===== config.mk =====
export PLATFORM = sky130hd
export DESIGN_NAME = ddr_cmd_arbiter
export DESIGN_NICKNAME = d
export VERILOG_FILES = /design/src/rtl/ddr_arb_pkg.sv /design/src/rtl/ddr_refresh_timer.sv /design/src/rtl/ddr_cmd_arbiter.sv
export SDC_FILE = /design/constraint.sdc
export NUM_CORES = 1
export LEC_CHECK = 0
export ABC_AREA = 1
export CAP_MARGIN = 15
export CORE_UTILIZATION = 50
export DETAILED_ROUTE_END_ITERATION = 6
export DONT_BUFFER_PORTS = 1
export PLACE_DENSITY = 0.73
export SYNTH_ARGS = -nofsm -noshare
export SYNTH_HDL_FRONTEND = slang
export SYNTH_HIERARCHICAL = 1
export SYNTH_SLANG_ARGS = --single-unit

===== constraint.sdc =====
create_clock -name clk -period 2.99 [get_ports clk]
set_clock_uncertainty 0.05 [all_clocks]
set_input_delay 0.598 -clock clk [delete_from_list [all_inputs] [get_ports clk]]
set_output_delay 0.598 -clock clk [all_outputs]
set_load 0.01 [all_outputs]

===== src/rtl/ddr_arb_pkg.sv =====
// Shared types and default constants for the DDR command arbiter.
package ddr_arb_pkg;

    localparam int DEF_ADDR_WIDTH       = 24;
    localparam int DEF_LEN_WIDTH        = 4;
    localparam int DEF_REFRESH_INTERVAL = 780;
    localparam int DEF_MAX_PENDING      = 8;
    localparam int DEF_TIMEOUT_CYCLES   = 4096;

    typedef enum logic [1:0] {
        CMD_READ    = 2'd0,
        CMD_WRITE   = 2'd1,
        CMD_REFRESH = 2'd2
    } cmd_kind_e;

    typedef enum logic [1:0] {
        ST_IDLE      = 2'd0,
        ST_ISSUE     = 2'd1,
        ST_WAIT_DONE = 2'd2
    } arb_state_e;

    // Bits needed to hold values 0..n-1, never less than one bit.
    function automatic int cnt_width(input int n);
        return (n > 1) ? $clog2(n) : 1;
    endfunction

endpackage


===== src/rtl/ddr_refresh_timer.sv =====
// Refresh interval timer with saturating pending-refresh counter and a
// sticky overflow flag for ticks that arrive while already saturated.
module ddr_refresh_timer
    import ddr_arb_pkg::*;
#(
    parameter int REFRESH_INTERVAL = DEF_REFRESH_INTERVAL,
    parameter int MAX_PENDING      = DEF_MAX_PENDING,
    localparam int CNT_W           = cnt_width(REFRESH_INTERVAL),
    localparam int PEND_W          = cnt_width(MAX_PENDING + 1)
) (
    input  logic              clk,
    input  logic              reset,
    input  logic              dec_i,
    output logic [PEND_W-1:0] pending_o,
    output logic              overflow_o
);

    logic [CNT_W-1:0]  cnt_q, cnt_d;
    logic [PEND_W-1:0] pend_q, pend_d;
    logic              ovf_q, ovf_d;
    logic              tick;

    // Down-counter reload on terminal count; a tick and an accepted
    // refresh in the same cycle cancel each other.
    always_comb begin
        tick   = (cnt_q == '0);
        cnt_d  = tick ? CNT_W'(REFRESH_INTERVAL - 1) : cnt_q - 1'b1;
        pend_d = pend_q;
        ovf_d  = ovf_q;
        if (tick && !dec_i) begin
            if (pend_q == PEND_W'(MAX_PENDING)) begin
                ovf_d = 1'b1;
            end else begin
                pend_d = pend_q + 1'b1;
            end
        end else if (dec_i && !tick && (pend_q != '0)) begin
            pend_d = pend_q - 1'b1;
        end
    end

    // Timer, pending count and overflow registers.
    always_ff @(posedge clk or posedge reset) begin
        if (reset) begin
            cnt_q  <= CNT_W'(REFRESH_INTERVAL - 1);
            pend_q <= '0;
            ovf_q  <= 1'b0;
        end else begin
            cnt_q  <= cnt_d;
            pend_q <= pend_d;
            ovf_q  <= ovf_d;
        end
    end

    assign pending_o  = pend_q;
    assign overflow_o = ovf_q;

endmodule


===== src/rtl/ddr_cmd_arbiter.sv =====
// Two-port round-robin arbiter in front of a single-command DDR controller,
// with interleaved auto-refresh scheduling.
// Optional: define ARB_TIMEOUT_EN to add a WAIT_DONE watchdog and the
// sticky timeout_err output.
//
// state     | meaning
// IDLE      | choose refresh or a requester; ready pulses here only
// ISSUE     | command fields held, ctrl_cmd_valid high until accepted
// WAIT_DONE | waiting for the controller's done pulse
module ddr_cmd_arbiter
    import ddr_arb_pkg::*;
#(
    parameter int ADDR_WIDTH       = DEF_ADDR_WIDTH,
    parameter int LEN_WIDTH        = DEF_LEN_WIDTH,
    parameter int REFRESH_INTERVAL = DEF_REFRESH_INTERVAL,
    parameter int MAX_PENDING      = DEF_MAX_PENDING
`ifdef ARB_TIMEOUT_EN
    ,
    parameter int TIMEOUT_CYCLES   = DEF_TIMEOUT_CYCLES
`endif
) (
    input  logic                  clk,
    input  logic                  reset,
    input  logic                  req0_valid,
    output logic                  req0_ready,
    input  logic [ADDR_WIDTH-1:0] req0_addr,
    input  logic                  req0_write,
    input  logic [LEN_WIDTH-1:0]  req0_len,
    input  logic                  req1_valid,
    output logic                  req1_ready,
    input  logic [ADDR_WIDTH-1:0] req1_addr,
    input  logic                  req1_write,
    input  logic [LEN_WIDTH-1:0]  req1_len,
    output logic                  ctrl_cmd_valid,
    input  logic                  ctrl_cmd_ready,
    output logic [1:0]            ctrl_cmd_kind,
    output logic [ADDR_WIDTH-1:0] ctrl_cmd_addr,
    output logic [LEN_WIDTH-1:0]  ctrl_cmd_len,
    output logic                  ctrl_cmd_src,
    input  logic                  ctrl_done,
    output logic                  refresh_overflow,
    output logic                  busy
`ifdef ARB_TIMEOUT_EN
    ,
    output logic                  timeout_err
`endif
);

    localparam int PEND_W = cnt_width(MAX_PENDING + 1);

    arb_state_e            state_q, state_d;
    cmd_kind_e             kind_q, kind_d;
    logic [ADDR_WIDTH-1:0] addr_q, addr_d;
    logic [LEN_WIDTH-1:0]  len_q, len_d;
    logic                  src_q, src_d;
    logic                  last_grant_q, last_grant_d;
    logic                  grant;
    logic                  refresh_ack;
    logic [PEND_W-1:0]     pending;
    logic                  pend_full;
    logic                  pend_nz;

`ifdef ARB_TIMEOUT_EN
    localparam int TMO_W = cnt_width(TIMEOUT_CYCLES);
    logic [TMO_W-1:0] tmo_q, tmo_d;
    logic             tmo_err_q, tmo_err_d;
    logic             tmo_hit;
    assign tmo_hit = (tmo_q == TMO_W'(TIMEOUT_CYCLES - 1));
`endif

    ddr_refresh_timer #(
        .REFRESH_INTERVAL (REFRESH_INTERVAL),
        .MAX_PENDING      (MAX_PENDING)
    ) u_timer (
        .clk        (clk),
        .reset      (reset),
        .dec_i      (refresh_ack),
        .pending_o  (pending),
        .overflow_o (refresh_overflow)
    );

    assign pend_full = (pending == PEND_W'(MAX_PENDING));
    assign pend_nz   = (pending != '0);

    // Next-state, command capture and handshake decode.
    always_comb begin
        state_d      = state_q;
        kind_d       = kind_q;
        addr_d       = addr_q;
        len_d        = len_q;
        src_d        = src_q;
        last_grant_d = last_grant_q;
        grant        = 1'b0;
        refresh_ack  = 1'b0;
        req0_ready   = 1'b0;
        req1_ready   = 1'b0;
`ifdef ARB_TIMEOUT_EN
        tmo_err_d    = tmo_err_q;
`endif
        case (state_q)
            ST_IDLE: begin
                // Refresh wins when saturated, or whenever no traffic is waiting.
                if (pend_full || (pend_nz && !req0_valid && !req1_valid)) begin
                    kind_d  = CMD_REFRESH;
                    addr_d  = '0;
                    len_d   = '0;
                    src_d   = 1'b0;
                    state_d = ST_ISSUE;
                end else if (req0_valid || req1_valid) begin
                    grant        = (req0_valid && req1_valid) ? ~last_grant_q : req1_valid;
                    last_grant_d = grant;
                    src_d        = grant;
                    state_d      = ST_ISSUE;
                    if (grant) begin
                        req1_ready = 1'b1;
                        kind_d     = req1_write ? CMD_WRITE : CMD_READ;
                        addr_d     = req1_addr;
                        len_d      = req1_len;
                    end else begin
                        req0_ready = 1'b1;
                        kind_d     = req0_write ? CMD_WRITE : CMD_READ;
                        addr_d     = req0_addr;
                        len_d      = req0_len;
                    end
                end
            end
            ST_ISSUE: begin
                if (ctrl_cmd_ready) begin
                    state_d     = ST_WAIT_DONE;
                    refresh_ack = (kind_q == CMD_REFRESH);
                end
            end
            ST_WAIT_DONE: begin
                if (ctrl_done) begin
                    state_d = ST_IDLE;
`ifdef ARB_TIMEOUT_EN
                end else if (tmo_hit) begin
                    state_d   = ST_IDLE;
                    tmo_err_d = 1'b1;
`endif
                end
            end
            default: state_d = ST_IDLE;
        endcase
    end

    // State and captured command registers.
    always_ff @(posedge clk or posedge reset) begin
        if (reset) begin
            state_q      <= ST_IDLE;
            kind_q       <= CMD_READ;
            addr_q       <= '0;
            len_q        <= '0;
            src_q        <= 1'b0;
            last_grant_q <= 1'b1;
        end else begin
            state_q      <= state_d;
            kind_q       <= kind_d;
            addr_q       <= addr_d;
            len_q        <= len_d;
            src_q        <= src_d;
            last_grant_q <= last_grant_d;
        end
    end

`ifdef ARB_TIMEOUT_EN
    // Watchdog counts only while parked in WAIT_DONE.
    assign tmo_d = ((state_q == ST_WAIT_DONE) && (state_d == ST_WAIT_DONE)) ? tmo_q + 1'b1 : '0;

    // Watchdog counter and sticky error flag.
    always_ff @(posedge clk or posedge reset) begin
        if (reset) begin
            tmo_q     <= '0;
            tmo_err_q <= 1'b0;
        end else begin
            tmo_q     <= tmo_d;
            tmo_err_q <= tmo_err_d;
        end
    end

    assign timeout_err = tmo_err_q;
`endif

    assign ctrl_cmd_valid = (state_q == ST_ISSUE);
    assign ctrl_cmd_kind  = kind_q;
    assign ctrl_cmd_addr  = addr_q;
    assign ctrl_cmd_len   = len_q;
    assign ctrl_cmd_src   = src_q;
    assign busy           = (state_q != ST_IDLE);

endmodule


# Word level (Yosys, flattened, before mapping)
# Cells that the tools add are included.
[classes]
n_addsub = 3
n_eq_ne = 8
mux = 33
bitwise = 2
reduce_logical = 23
[ops]
columns = ["operator", "n"]
rows = [
  ["$mux 24", 3],
  ["$mux 4", 6],
  ["$mux 1", 16],
  ["$mux 2", 6],
  ["$logic_not 10->1", 1],
  ["$mux 10", 1],
  ["$sub 10x1->10 const B", 1],
  ["$logic_and 1x1->1", 6],
  ["$pmux 2 s3", 1],
  ["$reduce_and 2->1", 3],
  ["$reduce_and 3->1", 2],
  ["$reduce_bool 2->1", 3],
  ["$add 4x1->4 const B", 1],
  ["$eq 2x2->1 const B", 2],
  ["$eq 4x4->1 const B", 1],
  ["$logic_not 1->1", 4],
  ["$ne 2x2->1 const B", 2],
  ["$reduce_bool 4->1", 1],
  ["$sub 4x1->4 const B", 1],
  ["$ne 3x3->1 const B", 1],
  ["$eq 2x1->1 const B", 1],
  ["$logic_not 2->1", 1],
  ["$logic_or 1x1->1", 2],
  ["$ne 2x1->1 const B", 1],
  ["$not 1->1", 2],
]
[totals]
reg_bits = 49
input_bits = 64
output_inout_bits = 36

# Logic depth before layout (Yosys ltp)
# Gate-level depths: netlist of the first run.
[logic_depth]
ltp_word = 7
ltp_mapped = 16

# By module
# The synthesis of the first run kept the hierarchy.
[by_module_without_submodules]
columns = ["mod", "instances", "cells_each", "area_per_inst_um2"]
rows = [
  ["ddr_cmd_arbiter", 1, 259, 1831.8],
  ["ddr_refresh_timer", 1, 95, 877.1],
]

# Worst setup path after synthesis of the first run
# Ideal clock, no wire load.
[synth_path]
path_kind = "reg-to-reg"
startpoint = "reg state_q[1]"
endpoint = "reg u_timer.pend_q[3], in the netlist u_timer/pending_o[3]"
setup_time_ns = 0.117
arrival_ns = 1.924
required_time_ns = 2.823
path_slack_ns = 0.899
path_stages_with_launch = 14
n_path_buf = 0
path_cell_list = "dfrtp_1 > or2_1 > inv_2 > nand2_1 > nor3b_1 > inv_1 > nand3_2 > ha_1 > nand2_1 > nand2_1 > nor2_1 > nand4_1 > nand4_1 > nand2_1"
[synth_between]
elab_chain_len = 6
word_cells_on_any_way = 10
[synth_lines]
columns = ["element", "line", "source"]
rows = [
  ["start, declared", "ddr_cmd_arbiter.sv:51", "arb_state_e state_q, state_d;"],
  ["start signal, assigned", "ddr_cmd_arbiter.sv:157", "state_q <= state_d;"],
  ["$eq 2x1->1 *", "--", ""],
  ["via ctrl_cmd_valid", "ddr_cmd_arbiter.sv:34", "output logic ctrl_cmd_valid,"],
  ["$mux 1 *", "ddr_cmd_arbiter.sv:100", "case (state_q)"],
  ["via refresh_ack", "ddr_cmd_arbiter.sv:58", "logic refresh_ack;"],
  ["$logic_not 1->1 or $logic_and 1x1->1 (tied branches)", "ddr_refresh_timer.sv:30, ddr_refresh_timer.sv:36", ""],
  ["$logic_and 1x1->1, on equally long branches", "ddr_refresh_timer.sv:30, ddr_refresh_timer.sv:36", ""],
  ["$ne 2x2->1 (no line) or $reduce_bool 2->1 (tied branches)", "--", ""],
  ["$reduce_and 2->1 (no line)", "--", ""],
  ["end signal, assigned", "ddr_refresh_timer.sv:49", "pend_q <= pend_d;"],
  ["end, declared", "ddr_refresh_timer.sv:19", "logic [PEND_W-1:0] pend_q, pend_d;"],
]
# Mark *: on every way through the listed nets, which the timed path passes. The rest lies on a longest branch.
# A chain may end at the register's enable or synchronous reset.

# Final worst setup path of the first run
# Same ends and word-level chain as after synthesis.

==> impl_metrics.env, run 1 <==
export IMPL_ir_worst_vdd_uv=303
export IMPL_post_cts_resized=0
export IMPL_synthTopCellsByCount="164 x nand2_1, 43 x dfrtp_1, 35 x nand3_1, 19 x inv_1, 13 x nor2_1"
export IMPL_yosys_area_top_type="dfrtp_1"
export IMPL_synthSimpleGateAreaFrac=0.407
export IMPL_synth_nets=422
export IMPL_n_antenna_cell=0
export IMPL_hold_viol=0
export IMPL_first_iter_violations=62
export IMPL_core_area_um2=5170
export IMPL_start_util=0.524
export IMPL_path_clk_slew_ns=0.08
export IMPL_die_area_um2=5720
export IMPL_n_fill_cell=519
export IMPL_ys_types=33
export IMPL_synthAdderAreaFrac=0.0212
export IMPL_antenna_found_initial=0
export IMPL_synth_seq_cells=49
export IMPL_p_per_area_nw_per_um2=865
export IMPL_period_share=0.772
export IMPL_critPathKind="reg -> reg"
export IMPL_synth_top_family_by_area="simple AND/OR/NAND/NOR gates"
export IMPL_end_kind="flop"
export IMPL_num_rows=26
export IMPL_fin_setup_tns_ns=0
export IMPL_cts_max_level=2
export IMPL_crit_required_ns=3.14
export IMPL_rsz0062_at_grt="false"
export IMPL_hold_path_class="in -> async"
export IMPL_synth_area_top_cells="dfrtp_1 40%, nand2_1 23%, nand3_1 6.5%"
export IMPL_holdBufCountCts=0
export IMPL_crit_path_max_fanout=5
export IMPL_wl_um=5570
export IMPL_syn_to_final_growth_pct=5.22
export IMPL_finalNetCount=419
export IMPL_drtPass1Iterations=4
export IMPL_place_gp_congestion=0.804
export IMPL_status="completed"
export IMPL_ctsRootBufferMaster="clkbuf_8"
export IMPL_synth_xor_area_frac=0.0194
export IMPL_yosysTopAreaCellShare=0.397
export IMPL_critPathArrivalTime_ns=2.45
export IMPL_cts_sinks=49
export IMPL_netlist_area_um2=2710
export IMPL_drv_cap=0
export IMPL_drc=0
export IMPL_finalMaxSlewViolations=0
export IMPL_setup_viol_count_final=0
export IMPL_boundaryPins=100
export IMPL_num_vias=2156
export IMPL_grt_pass1_wl_um=8330
export IMPL_grt_max_degree=34
export IMPL_grt_overflow_total=0
export IMPL_period_needed_ns=2.31
export IMPL_die_w_um=75.6
export IMPL_cts_buffers=5
export IMPL_seq_area_frac_synth=0.455
export IMPL_async_reset_ff_frac=1.00
export IMPL_layout_drive_gt1_share=0.139
export IMPL_synth_cells=354
export IMPL_synth_edf_count=0
export IMPL_track_usage=0.197
export IMPL_max_slew_margin=0.384
export IMPL_cp_start_kind="flop"
export IMPL_synth_compound_area_frac=0.0282
export IMPL_place_port_buffers=0
export IMPL_wire_per_inst_um=13.2
export IMPL_ys_flop_type="dfrtp_1"
export IMPL_grt_pass1_vias=1799
export IMPL_viasPerCell=5.11
export IMPL_post_cts_buffers=0
export IMPL_max_freq_mhz=433
export IMPL_ant_nets=0
export IMPL_tightestPinTransition_ns=0.924
export IMPL_p_leak_nw=1.60
export IMPL_clockBufferDepth=2
export IMPL_tritoncts="built"
export IMPL_die_y_um=75.6
export IMPL_dp_cells=414
export IMPL_yosys_warnings=6
export IMPL_synth_mux_area_frac=0
export IMPL_instances_no_fill=422
export IMPL_syn_area_per_cell_um2=7.65
export IMPL_synth_most_common_cell="nand2_1"
export IMPL_clk_latency_ns=0.30
export IMPL_place_hpwl_um=4050
==> cell families after synthesis <==
family,count (synthesis)
DFF,49
adders and majority gates,4
AOI/OAI and AO/OA,13
buffers and inverters,38
and+or+nand+nor,244
xor gates and xnor gates,6
==> final timing paths <==
kind | startpoint | endpoint | slack, ns | cells past startpoint
setup / recovery | state_q[1]$_DFFE_PP0P_ | u_timer/pending_o[3]$_DFFE_PP0P_ | 0.68 | 13
hold / removal | reset | u_timer/cnt_q[4]$_DFF_PP0_ | 0.18 | 1
setup reg to reg | state_q[1]$_DFFE_PP0P_ | u_timer/pending_o[3]$_DFFE_PP0P_ | 0.68 | 13
hold reg to reg | last_grant_q$_DFFE_PP1P_ | last_grant_q$_DFFE_PP1P_ | 0.42 | 2
max in group asynchronous | reset | ctrl_cmd_addr[19]$_DFFE_PP0P_ | 1.85 | 2
min in group clk | ctrl_cmd_ready | state_q[0]$_DFFE_PP0P_ | 0.35 | 1
==> routing by layer <==
metal	GRT usage	vias to the layer above	part of all wire
li1	-	1097	-
met1	0.233	999	0.43
met2	0.337	54	0.49
met3	0.0635	6	0.068
met4	0.0700	0	0.014
met5	0	-	0
==> power by group <==
part           switching [mW]  leakage (nW)  internal [mW]
registers               0.264         0.600          0.890
logic                   0.559         0.938          0.270
clock network           0.210        0.0585          0.273
total                    1.03          1.60           1.43
==> sequential cells by signal (all words and copies together), names as in the netlist <==
register	cells
ctrl_cmd_kind	2
last_grant_q	1
state_q	2
u_timer/cnt_q	10
ctrl_cmd_len	4
u_timer/overflow_o	1
u_timer/pending_o	4
ctrl_cmd_addr	24
ctrl_cmd_src	1
==> critical path, cell delays in order, from the launching register on <==
cell and delay, ns:
dfrtp_1 0.40, or2_1 0.26, inv_2 0.09, nand2_1 0.07
nor3b_1 0.17, inv_1 0.12, nand3_2 0.15, ha_1 0.28
nand2_1 0.08, nand2_1 0.04, nor2_1 0.14, nand4_1 0.15
nand4_1 0.13, nand2_1 0.05
==> layout make-up <==
type	count	area (um2)	area share
Multi-Input combinational cell	267	1290	0.452
Sequential cell	49	1230	0.433
Tap cell	70	87.6	0.0307
Clock buffer	7	86.3	0.0303
Inverter	23	86.3	0.0303
Timing Repair Buffer	5	37.5	0.0132
Clock inverter	1	30.0	0.0105
==> placed cells by master (no fill, tap or decap), drive strengths merged <==
cell type / n
or2: 2
nand3: 37
o21bai: 1
dfrtp: 43
ha: 3
nor3: 1
nor3b: 1
clkbuf: 7
nand2: 180
bufinv: 1
a21oi: 3
dfstp: 6
o21ai: 7
buf: 5
fa: 1
nor2: 18
inv: 23
xor2: 6
a31oi: 2
nand4: 5
==> per-stage QoR <==
step | worst slack (ns) | total power [mW] | cell area, um2 | utilization | hold WS, ns
after global routing | 0.449 | 2.69 | 2850 | 0.551 | 0.238
after detailed placement | 0.695 | 2.02 | 2730 | 0.529 | 0.411
after CTS | 0.683 | 2.51 | 2850 | 0.551 | 0.198
after global placement | 0.791 | 1.98 | 2730 | 0.529 | 0.405
final | 0.683 | 2.47 | 2850 | 0.551 | 0.178
after floorplan | 0.899 | 1.82 | 2710 | - | 0.392
Note: power is estimated with default switching activity, not from simulation.
==> run 2, diff against run 1 <==
clock period = 2.24 ns   (was 2.99 ns; I/O delays follow)
==> impl_metrics.env, run 2 (synthesis gave the netlist of run 1 again) <==
export IMPL_status="completed"
export IMPL_tritoncts="built"
export IMPL_finalMaxSlewViolations=0
export IMPL_cts_buffers=5
export IMPL_seq_power_share=0.478
export IMPL_swShare=0.438
export IMPL_crit_path_max_fanout=5
export IMPL_clockBufferDepth=2
export IMPL_grt_pass1_vias=1869
export IMPL_first_iter_violations=118
export IMPL_num_vias=2242
export IMPL_worst_path_stages=15
export IMPL_wl_um=5750
export IMPL_final_cell_mix="164 x nand2_1, 43 x dfrtp_1, 35 x nand3_1"
export IMPL_crit_family="simple AND/OR/NAND/NOR gates"
export IMPL_place_port_buffers=0
export IMPL_grt_pass1_wl_um=8440
export IMPL_largest_reg_flops=24
export IMPL_design_area_um2=2880
export IMPL_layout_drive_gt1_share=0.160
export IMPL_place_gp_congestion=0.859
export IMPL_rr_worst_depth=15
export IMPL_end_kind="flop"
export IMPL_worst_slack_ns=0.0841
export IMPL_ant_nets=0
export IMPL_period_share=0.962
export IMPL_intPower_mw=1.82
export IMPL_critPathArrivalTime_ns=2.30
export IMPL_start_util=0.524
export IMPL_crit_required_ns=2.39
export IMPL_drtPass1Iterations=4
export IMPL_viasPerCell=5.25
export IMPL_ctsRootBufferMaster="clkbuf_8"
export IMPL_finalNetCount=424
export IMPL_cp_common_cell="nand2_1"
export IMPL_die_area_um2=5720
export IMPL_place_hpwl_um=4160
export IMPL_power_net_switching_mw=1.42
export IMPL_track_usage=0.200
export IMPL_cpMaxStageDelayCell="dfrtp_1"
export IMPL_p_per_area_nw_per_um2=1120
export IMPL_grt_overflow_total=0
export IMPL_pwr_share_comb=0.366
export IMPL_p_clk_frac=0.156
export IMPL_ir_worst_vdd_uv=474
export IMPL_dpl_instance_area_um2=2750
export IMPL_period_needed_ns=2.16
export IMPL_dp_slack_ns=-0.0197
export IMPL_finalPower_mw=3.24
export IMPL_drc=0
export IMPL_cts_sinks=49
export IMPL_path_clk_slew_ns=0.09
export IMPL_hold_path_class="in -> async"
export IMPL_boundaryPins=100
export IMPL_critPathKind="reg -> reg"
export IMPL_cp_buffers_inverters=3
export IMPL_grt_max_degree=35
export IMPL_critPathMaxStageDelay_ns=0.40
export IMPL_max_freq_mhz=464
export IMPL_die_w_um=75.6
export IMPL_setup_viol_count_final=0
export IMPL_hold_viol=0
export IMPL_wire_per_inst_um=13.5
export IMPL_cts_max_level=2
export IMPL_p_leak_nw=1.61
export IMPL_crit_chain="or2_1 > inv_2 > nand2_1 > nor3b_2 > inv_1 > nand3_4 > ha_4 > nand2_1 > nand2_1 > nor2_2 > inv_1 > nand2_1 > nand3_2 > nand2_1 > nand2_1"
export IMPL_tightestPinTransition_ns=0.598
export IMPL_clk_latency_ns=0.30
export IMPL_n_antenna_cell=0
export IMPL_die_y_um=75.6
export IMPL_cp_start_kind="flop"
export IMPL_num_rows=26
export IMPL_n_fill_cell=501
export IMPL_max_slew_margin=0.601
export IMPL_antenna_found_initial=0
export IMPL_mostFrequentLayoutCell="nand2_1"
export IMPL_drv_cap=0
export IMPL_syn_to_final_growth_pct=6.37
export IMPL_core_area_um2=5170
==> run 2: final cells by class <==
type	instances	area, um2	share of cell area
sequential	49	1230	0.428
inverter	23	86.3	0.0300
tap	70	87.6	0.0304
clock buffer	6	72.6	0.0252
multi-input combinational	267	1320	0.457
timing repair buffer	10	75.1	0.0261
clock inverter	2	10.0	0.00347
==> run 2: path summary, 6_finish.rpt <==
check	start	endpoint	slack (ns)
hold reg to reg	last_grant_q$_DFFE_PP1P_	last_grant_q$_DFFE_PP1P_	0.42
max in group asynchronous	reset	u_timer/pending_o[3]$_DFFE_PP0P_	1.71
min in group clk	ctrl_cmd_ready	state_q[0]$_DFFE_PP0P_	0.18
hold / removal	reset	u_timer/pending_o[1]$_DFFE_PP0P_	0.04
setup / recovery	state_q[1]$_DFFE_PP0P_	u_timer/pending_o[3]$_DFFE_PP0P_	0.08
setup reg to reg	state_q[1]$_DFFE_PP0P_	u_timer/pending_o[3]$_DFFE_PP0P_	0.08
==> run 2: repair_timing <==
item / 4_1_cts / 5_1_grt
hold buffers: 0 / 0
setup buffers: 1 / 2
cloned: 0 / 0
pin swaps: 0 / 1
endpoints found under the setup margin: 1 / 1
resized for setup: 1 / 3
endpoints found under the hold margin: 0 / 0
==> run 2: metrics by stage <==
stage               hold WS, ns  std cells  setup TNS, ns  utilization
floorplan                 0.296        354              0            -
global placement          0.363        416              0        0.531
detailed placement        0.380        416        -0.0197        0.531
CTS                      0.0553        425              0        0.550
global route             0.0709        427        -0.0647        0.557
finish                   0.0396        427              0        0.557
==> run 2: per-layer routing <==
metal	vias to the layer above	GRT usage	wire length (um)
met5	-	0	0
met4	0	0.0782	103
met3	8	0.0688	396
met2	62	0.356	2910
met1	1071	0.220	2340
li1	1101	-	-
==> run 2: power by group through the flow <==
stage | clock [mW] | sequential [mW] | combinational (mW)
2_1_floorplan | 0 | 1.49 | 0.939
5_1_grt | 0.554 | 1.59 | 1.37
4_1_cts | 0.522 | 1.55 | 1.17
3_5_place_dp | 0 | 1.57 | 1.16
6_report | 0.504 | 1.55 | 1.19
3_3_place_gp | 0 | 1.56 | 1.11
